--- src/rtl/period_meter_if.sv ---
// Measurement bus for period_meter: enable and signal-under-test in,
// measurement results and status strobes out.
interface period_meter_if #(
   parameter int WIDTH = 16
);
   logic             en;
   logic             sig_in;
   logic [WIDTH-1:0] period;
   logic [WIDTH-1:0] high_time;
   logic             valid;
   logic             timeout;
   logic             busy;

   // Side that controls the meter and consumes results (bench, readout logic)
   modport master (
      output en,
      output sig_in,
      input  period,
      input  high_time,
      input  valid,
      input  timeout,
      input  busy
   );

   // The meter itself
   modport slave (
      input  en,
      input  sig_in,
      output period,
      output high_time,
      output valid,
      output timeout,
      output busy
   );
endinterface

--- src/rtl/period_meter.sv ---
// period_meter: measures period and high time of an asynchronous input in
// clk cycles. Results are published with a one-cycle valid strobe; a missing
// rising edge for 2^WIDTH-1 cycles produces a one-cycle timeout strobe.
module period_meter #(
   parameter int WIDTH = 16
) (
   input  logic               clk,
   input  logic               rst,
   period_meter_if.slave      bus
);

   typedef enum logic [1:0] {
      IDLE = 2'd0,
      ARM  = 2'd1,
      MEAS = 2'd2
   } state_t;

   localparam logic [WIDTH-1:0] CNT_MAX = '1;

   state_t           state_reg;
   logic             s1_reg;
   logic             s2_reg;
   logic             s3_reg;
   logic             rise;
   logic [WIDTH-1:0] cnt_reg;
   logic [WIDTH-1:0] hacc_reg;
   logic [WIDTH-1:0] period_reg;
   logic [WIDTH-1:0] high_reg;
   logic             valid_reg;
   logic             timeout_reg;
   logic             busy_reg;

   // Rising edge of the synchronised input; s3 is just a delayed copy of s2
   assign rise = s2_reg & ~s3_reg;

   // Two-flop synchroniser plus edge-detect delay flop, free-running in every state
   always_ff @(posedge clk) begin
      if (rst) begin
         s1_reg <= 1'b0;
         s2_reg <= 1'b0;
         s3_reg <= 1'b0;
      end else begin
         s1_reg <= bus.sig_in;
         s2_reg <= s1_reg;
         s3_reg <= s2_reg;
      end
   end

   // Measurement FSM: counts clk edges between rises and accumulates high cycles
   always_ff @(posedge clk) begin
      if (rst) begin
         state_reg   <= IDLE;
         cnt_reg     <= '0;
         hacc_reg    <= '0;
         period_reg  <= '0;
         high_reg    <= '0;
         valid_reg   <= 1'b0;
         timeout_reg <= 1'b0;
         busy_reg    <= 1'b0;
      end else begin
         // Strobes are single-cycle unless re-asserted below
         valid_reg   <= 1'b0;
         timeout_reg <= 1'b0;
         if (!bus.en) begin
            // Dropping enable abandons any partial measurement; results hold
            state_reg <= IDLE;
            cnt_reg   <= '0;
            hacc_reg  <= '0;
            busy_reg  <= 1'b0;
         end else begin
            case (state_reg)
               IDLE: begin
                  state_reg <= ARM;
                  busy_reg  <= 1'b1;
               end
               ARM: begin
                  // First edge only starts the count; nothing to publish yet
                  if (rise) begin
                     cnt_reg   <= {{(WIDTH-1){1'b0}}, 1'b1};
                     hacc_reg  <= {{(WIDTH-1){1'b0}}, 1'b1};
                     state_reg <= MEAS;
                  end
               end
               MEAS: begin
                  // A rise takes precedence over the timeout limit
                  if (rise) begin
                     period_reg <= cnt_reg;
                     high_reg   <= hacc_reg;
                     valid_reg  <= 1'b1;
                     cnt_reg    <= {{(WIDTH-1){1'b0}}, 1'b1};
                     hacc_reg   <= {{(WIDTH-1){1'b0}}, 1'b1};
                  end else if (cnt_reg == CNT_MAX) begin
                     timeout_reg <= 1'b1;
                     cnt_reg     <= '0;
                     hacc_reg    <= '0;
                     state_reg   <= ARM;
                  end else begin
                     // hacc never exceeds cnt, so it cannot wrap first
                     cnt_reg  <= cnt_reg + 1'b1;
                     hacc_reg <= hacc_reg + WIDTH'(s2_reg);
                  end
               end
               default: begin
                  state_reg <= IDLE;
                  busy_reg  <= 1'b0;
               end
            endcase
         end
      end
   end

   assign bus.period    = period_reg;
   assign bus.high_time = high_reg;
   assign bus.valid     = valid_reg;
   assign bus.timeout   = timeout_reg;
   assign bus.busy      = busy_reg;

endmodule

--- src/flat_wrapper.sv ---
// flat-port wrapper written by rule: the top's interface ports become plain ports
module period_meter_flat 
#(
   parameter int WIDTH = 16
)
  (clk, rst, bus_en, bus_sig_in, bus_period, bus_high_time, bus_valid, bus_timeout, bus_busy);
  period_meter_if #(.WIDTH(WIDTH)) bus_i ();
  input  logic clk;
  input  logic rst;
  input wire logic [$bits(bus_i.en)-1:0] bus_en;
  input wire logic [$bits(bus_i.sig_in)-1:0] bus_sig_in;
  output wire logic [$bits(bus_i.period)-1:0] bus_period;
  output wire logic [$bits(bus_i.high_time)-1:0] bus_high_time;
  output wire logic [$bits(bus_i.valid)-1:0] bus_valid;
  output wire logic [$bits(bus_i.timeout)-1:0] bus_timeout;
  output wire logic [$bits(bus_i.busy)-1:0] bus_busy;
  assign bus_i.en = bus_en;
  assign bus_i.sig_in = bus_sig_in;
  assign bus_period = bus_i.period;
  assign bus_high_time = bus_i.high_time;
  assign bus_valid = bus_i.valid;
  assign bus_timeout = bus_i.timeout;
  assign bus_busy = bus_i.busy;
  period_meter #(.WIDTH(WIDTH)) u_core (.clk(clk), .rst(rst), .bus(bus_i));
endmodule
--- config.mk ---
export PLATFORM = sky130hd
export DESIGN_NAME = period_meter_flat
export DESIGN_NICKNAME = d
export VERILOG_FILES = /design/src/rtl/period_meter_if.sv /design/src/rtl/period_meter.sv /design/src/flat_wrapper.sv
export SDC_FILE = /design/constraint.sdc
export NUM_CORES = 1
export LEC_CHECK = 0
export ABC_AREA = 1
export CORE_MARGIN = 8
export CORE_UTILIZATION = 60
export DETAILED_ROUTE_END_ITERATION = 16
export PLACE_DENSITY = 0.88
export SLEW_MARGIN = 25
export SYNTH_ARGS = -nofsm -noshare
export SYNTH_HDL_FRONTEND = slang
export SYNTH_SLANG_ARGS = --single-unit
--- constraint.sdc ---
create_clock -name clk -period 3.2 [get_ports clk]
set_input_delay 0.48 -clock clk [delete_from_list [all_inputs] [get_ports clk]]
set_output_delay 0.48 -clock clk [all_outputs]
set_load 0.1 [all_outputs]
==> results.ini <==
[status]
run_status=completed

[die]
initial_utilization_pct=60.9
boundaryPins=39
core_um2=5410
placement_rows=27
die_footprint_um2=8110
die-width_um=90.1
die_h_um=90.1

[drt]
wirelength_um=7710
detailroute.via_count=3038
remaining_antenna_violation_count_after_routing=0
via_per_inst=5.33
detail_route.first_pass.iterations=5
drt-wirelength-per-cell_um=13.5
drt_drc_violations_left=0
dr.first_iter.drc_count=222

[pwr]
p_per_area_nw_per_um2=457
part_of_the_total_power_dissipated_in_combinational_logic_pct=7.3
clock_power_share_pct=41.1
p_switching_w=0.000427
worst_case_vdd_ir_drop_uv=344
power.leakage_nw=1.41
power_report.internal_total_w=0.00134
swShare_pct=24.2
share_seq_of_total_power_pct=51.6

[timing]
worst_slew_pin_slew_ps=973
report.final.slew_viol_count=0
fin_worst_hold_slack_ps=418
period_share_pct=71.8
finalClockSkew_ps=7.93
max_slew_headroom_pct=34.9
finalSetupViolations=0
final_hold_viol_count=0
setup_total_negative_slack_ps=0
period_minus_slack_ps=2300
max_clock_freq_mhz=435
grt_setup_unrepaired=false

[setup_path]
critical-path-top-delay-family=buffers and inverters
cp-end-kind=output port
cp.required_ps=2720
worst_path_buffer_plus_inverter_count=1
reg2reg_depth=7
worst_path_max_delay_cell=sky130_fd_sc_hd__clkdlybuf4s50_1
worst_ep_arrival_time_ps=1820
worst-path-stages=1
startpoint_type=flip-flop
worstSetupPathType=reg2out
worst-path-max-fanout=2
cells_along_the_critical_path=clkdlybuf4s50_1
critical-path-max-stage-delay_ps=1140

[hold_path]
hp-class=reg2reg
worst_hold_path.num_cells=2

[cts]
cts.hold.buffers_added=0
cts_num_sinks=72
cts.root.buffer_cell=sky130_fd_sc_hd__clkbuf_8
ctsResizeCount=0
worst_skew_pair_latency_ps=340
cts_max_level=3
cts-root-to-sink-buffers=2
cts-buffers-inserted=9
tritoncts=yes
cts_post_setup_buffers_inserted=0
cts.clk_slew.worst_paths_ps=70

[synth]
synth-edff-count=0
synthTopCellsByArea=sky130_fd_sc_hd__dfxtp_1, sky130_fd_sc_hd__nand2_1, sky130_fd_sc_hd__nor2_1, sky130_fd_sc_hd__inv_1, sky130_fd_sc_hd__a211oi_1
synth.yosys.warnings=0
synth.distinct_cells=26
synthDominantAreaCellType=sky130_fd_sc_hd__dfxtp_1
yosys_most_used_dff=sky130_fd_sc_hd__dfxtp_1
synthMostInstantiatedCell=sky130_fd_sc_hd__nand2_1
synth_top_area_share_pct=43.8
synthArstFlopShare_pct=0
yosys_register_bits=72
mappedNetlistNets=465
synth.avg_cell_area_um2=7.23
synth_top_cells_by_count=sky130_fd_sc_hd__nand2_1, sky130_fd_sc_hd__nor2_1, sky130_fd_sc_hd__dfxtp_1, sky130_fd_sc_hd__inv_1, sky130_fd_sc_hd__nand3_1
synthCells=455
synth.yosys.seq_area_share_pct=43.8
synth_area_um2=3290

[grt]
grt_antenna_before_repair=0
first_global_vias=2854
grt_pass1_wl_um=13200
grt-ovfl-total=0
grt_start_max_net_pins=56
globalRouteTotalUtil_pct=19.5

[cells_and_area]
n_fill_cell=440
synthToLayoutAreaGrowth_pct=17.1
drive_above_1_share_pct=11.8
ff_latch_area_um2=1440
area_of_combinational_cells_with_multiple_inputs_um2=1560
nNetsFinal=503
antenna_cells_inserted=0

[placed_design]
detailed_place_hpwl_um=5620
io_buffer_count=38
gp_congestion=0.951

[job]
max-cap-violations=0

[layer usage]
layer	wire length, µm	global-route usage [%]	part of all wire (%)
met3	650	6.73	8.4
met5	0	0	0
met2	3470	30.7	45
met4	197	9.02	2.6
met1	3390	23.3	44
[final timing paths]
kind,from,to,slack [ps]
max,u_core.bus.high_time[5]$_SDFFE_PP0P_,bus_high_time[5],900
min,u_core.s1_reg$_SDFF_PP0_,u_core.s2_reg$_SDFF_PP0_,420
max reg2reg,u_core.state_reg[0]$_SDFFE_PP0P_,u_core.cnt_reg[13]$_SDFFE_PP0P_,1180
min reg2reg,u_core.s1_reg$_SDFF_PP0_,u_core.s2_reg$_SDFF_PP0_,420
[cells by family after synthesis]
group	count (synthesis)	share of synthesized area, %
AO/OA/AOI/OAI	59	11.2
XOR/XNOR	10	2.66
adder cells (fa/ha/maj)	6	2.28
buffers and inverters	69	8.93
flip-flops	72	43.8
AND/OR/NAND/NOR	239	31.2
[cell usage in the layout, fill, tap and decap left out]
cell type / count
sky130_fd_sc_hd__xnor2_1: 2
sky130_fd_sc_hd__a21oi_1: 19
sky130_fd_sc_hd__clkinv_2: 2
sky130_fd_sc_hd__clkbuf_1: 2
sky130_fd_sc_hd__o21ai_0: 15
sky130_fd_sc_hd__bufinv_16: 1
sky130_fd_sc_hd__nor4_1: 1
sky130_fd_sc_hd__nand4_1: 5
sky130_fd_sc_hd__xor2_1: 8
sky130_fd_sc_hd__ha_1: 6
sky130_fd_sc_hd__nand3_1: 30
sky130_fd_sc_hd__nor2_4: 3
sky130_fd_sc_hd__nand2_4: 2
sky130_fd_sc_hd__buf_4: 22
sky130_fd_sc_hd__inv_2: 1
sky130_fd_sc_hd__o21ai_4: 1
sky130_fd_sc_hd__nor2_1: 80
sky130_fd_sc_hd__clkbuf_8: 11
sky130_fd_sc_hd__a211o_1: 1
sky130_fd_sc_hd__clkdlybuf4s50_1: 19
sky130_fd_sc_hd__nand2_2: 3
sky130_fd_sc_hd__nand2_1: 97
sky130_fd_sc_hd__inv_1: 53
sky130_fd_sc_hd__nor2_2: 13
sky130_fd_sc_hd__nor3_1: 5
sky130_fd_sc_hd__a211oi_1: 23
sky130_fd_sc_hd__dfxtp_1: 72
sky130_fd_sc_hd__clkinv_1: 1
[final cells by class]
type / instances / area share [%]
multi-input combinational: 314 / 40.6
timing repair buffer: 41 / 9.21
tap: 72 / 2.34
sequential: 72 / 37.4
clock inverter: 3 / 1.04
inverter: 55 / 5.35
clock buffer: 13 / 4.12
[per-stage QoR]
step	setup WS, ps	utilization, %	instance area [µm²]	cells	total power (W)
final	902	71.3	3860	570	0.00176
after global routing	839	71.3	3860	570	0.00183
after CTS	881	71.3	3860	570	0.00177
after detailed placement	1100	67.7	3660	554	0.00106
after global placement	1200	67.7	3660	554	0.00106
after floorplan	1690	-	3290	455	0.00103
[power groups by stage]
stage / clock network (W) / logic, W / registers [W]
floorplan: 0 / 0.0000815 / 0.000951
global placement: 0 / 0.000125 / 0.000930
detailed placement: 0 / 0.000128 / 0.000931
CTS: 0.000729 / 0.000129 / 0.000910
global route: 0.000775 / 0.000140 / 0.000911
finish: 0.000724 / 0.000129 / 0.000910
Note: power is estimated with default switching activity, not from simulation.
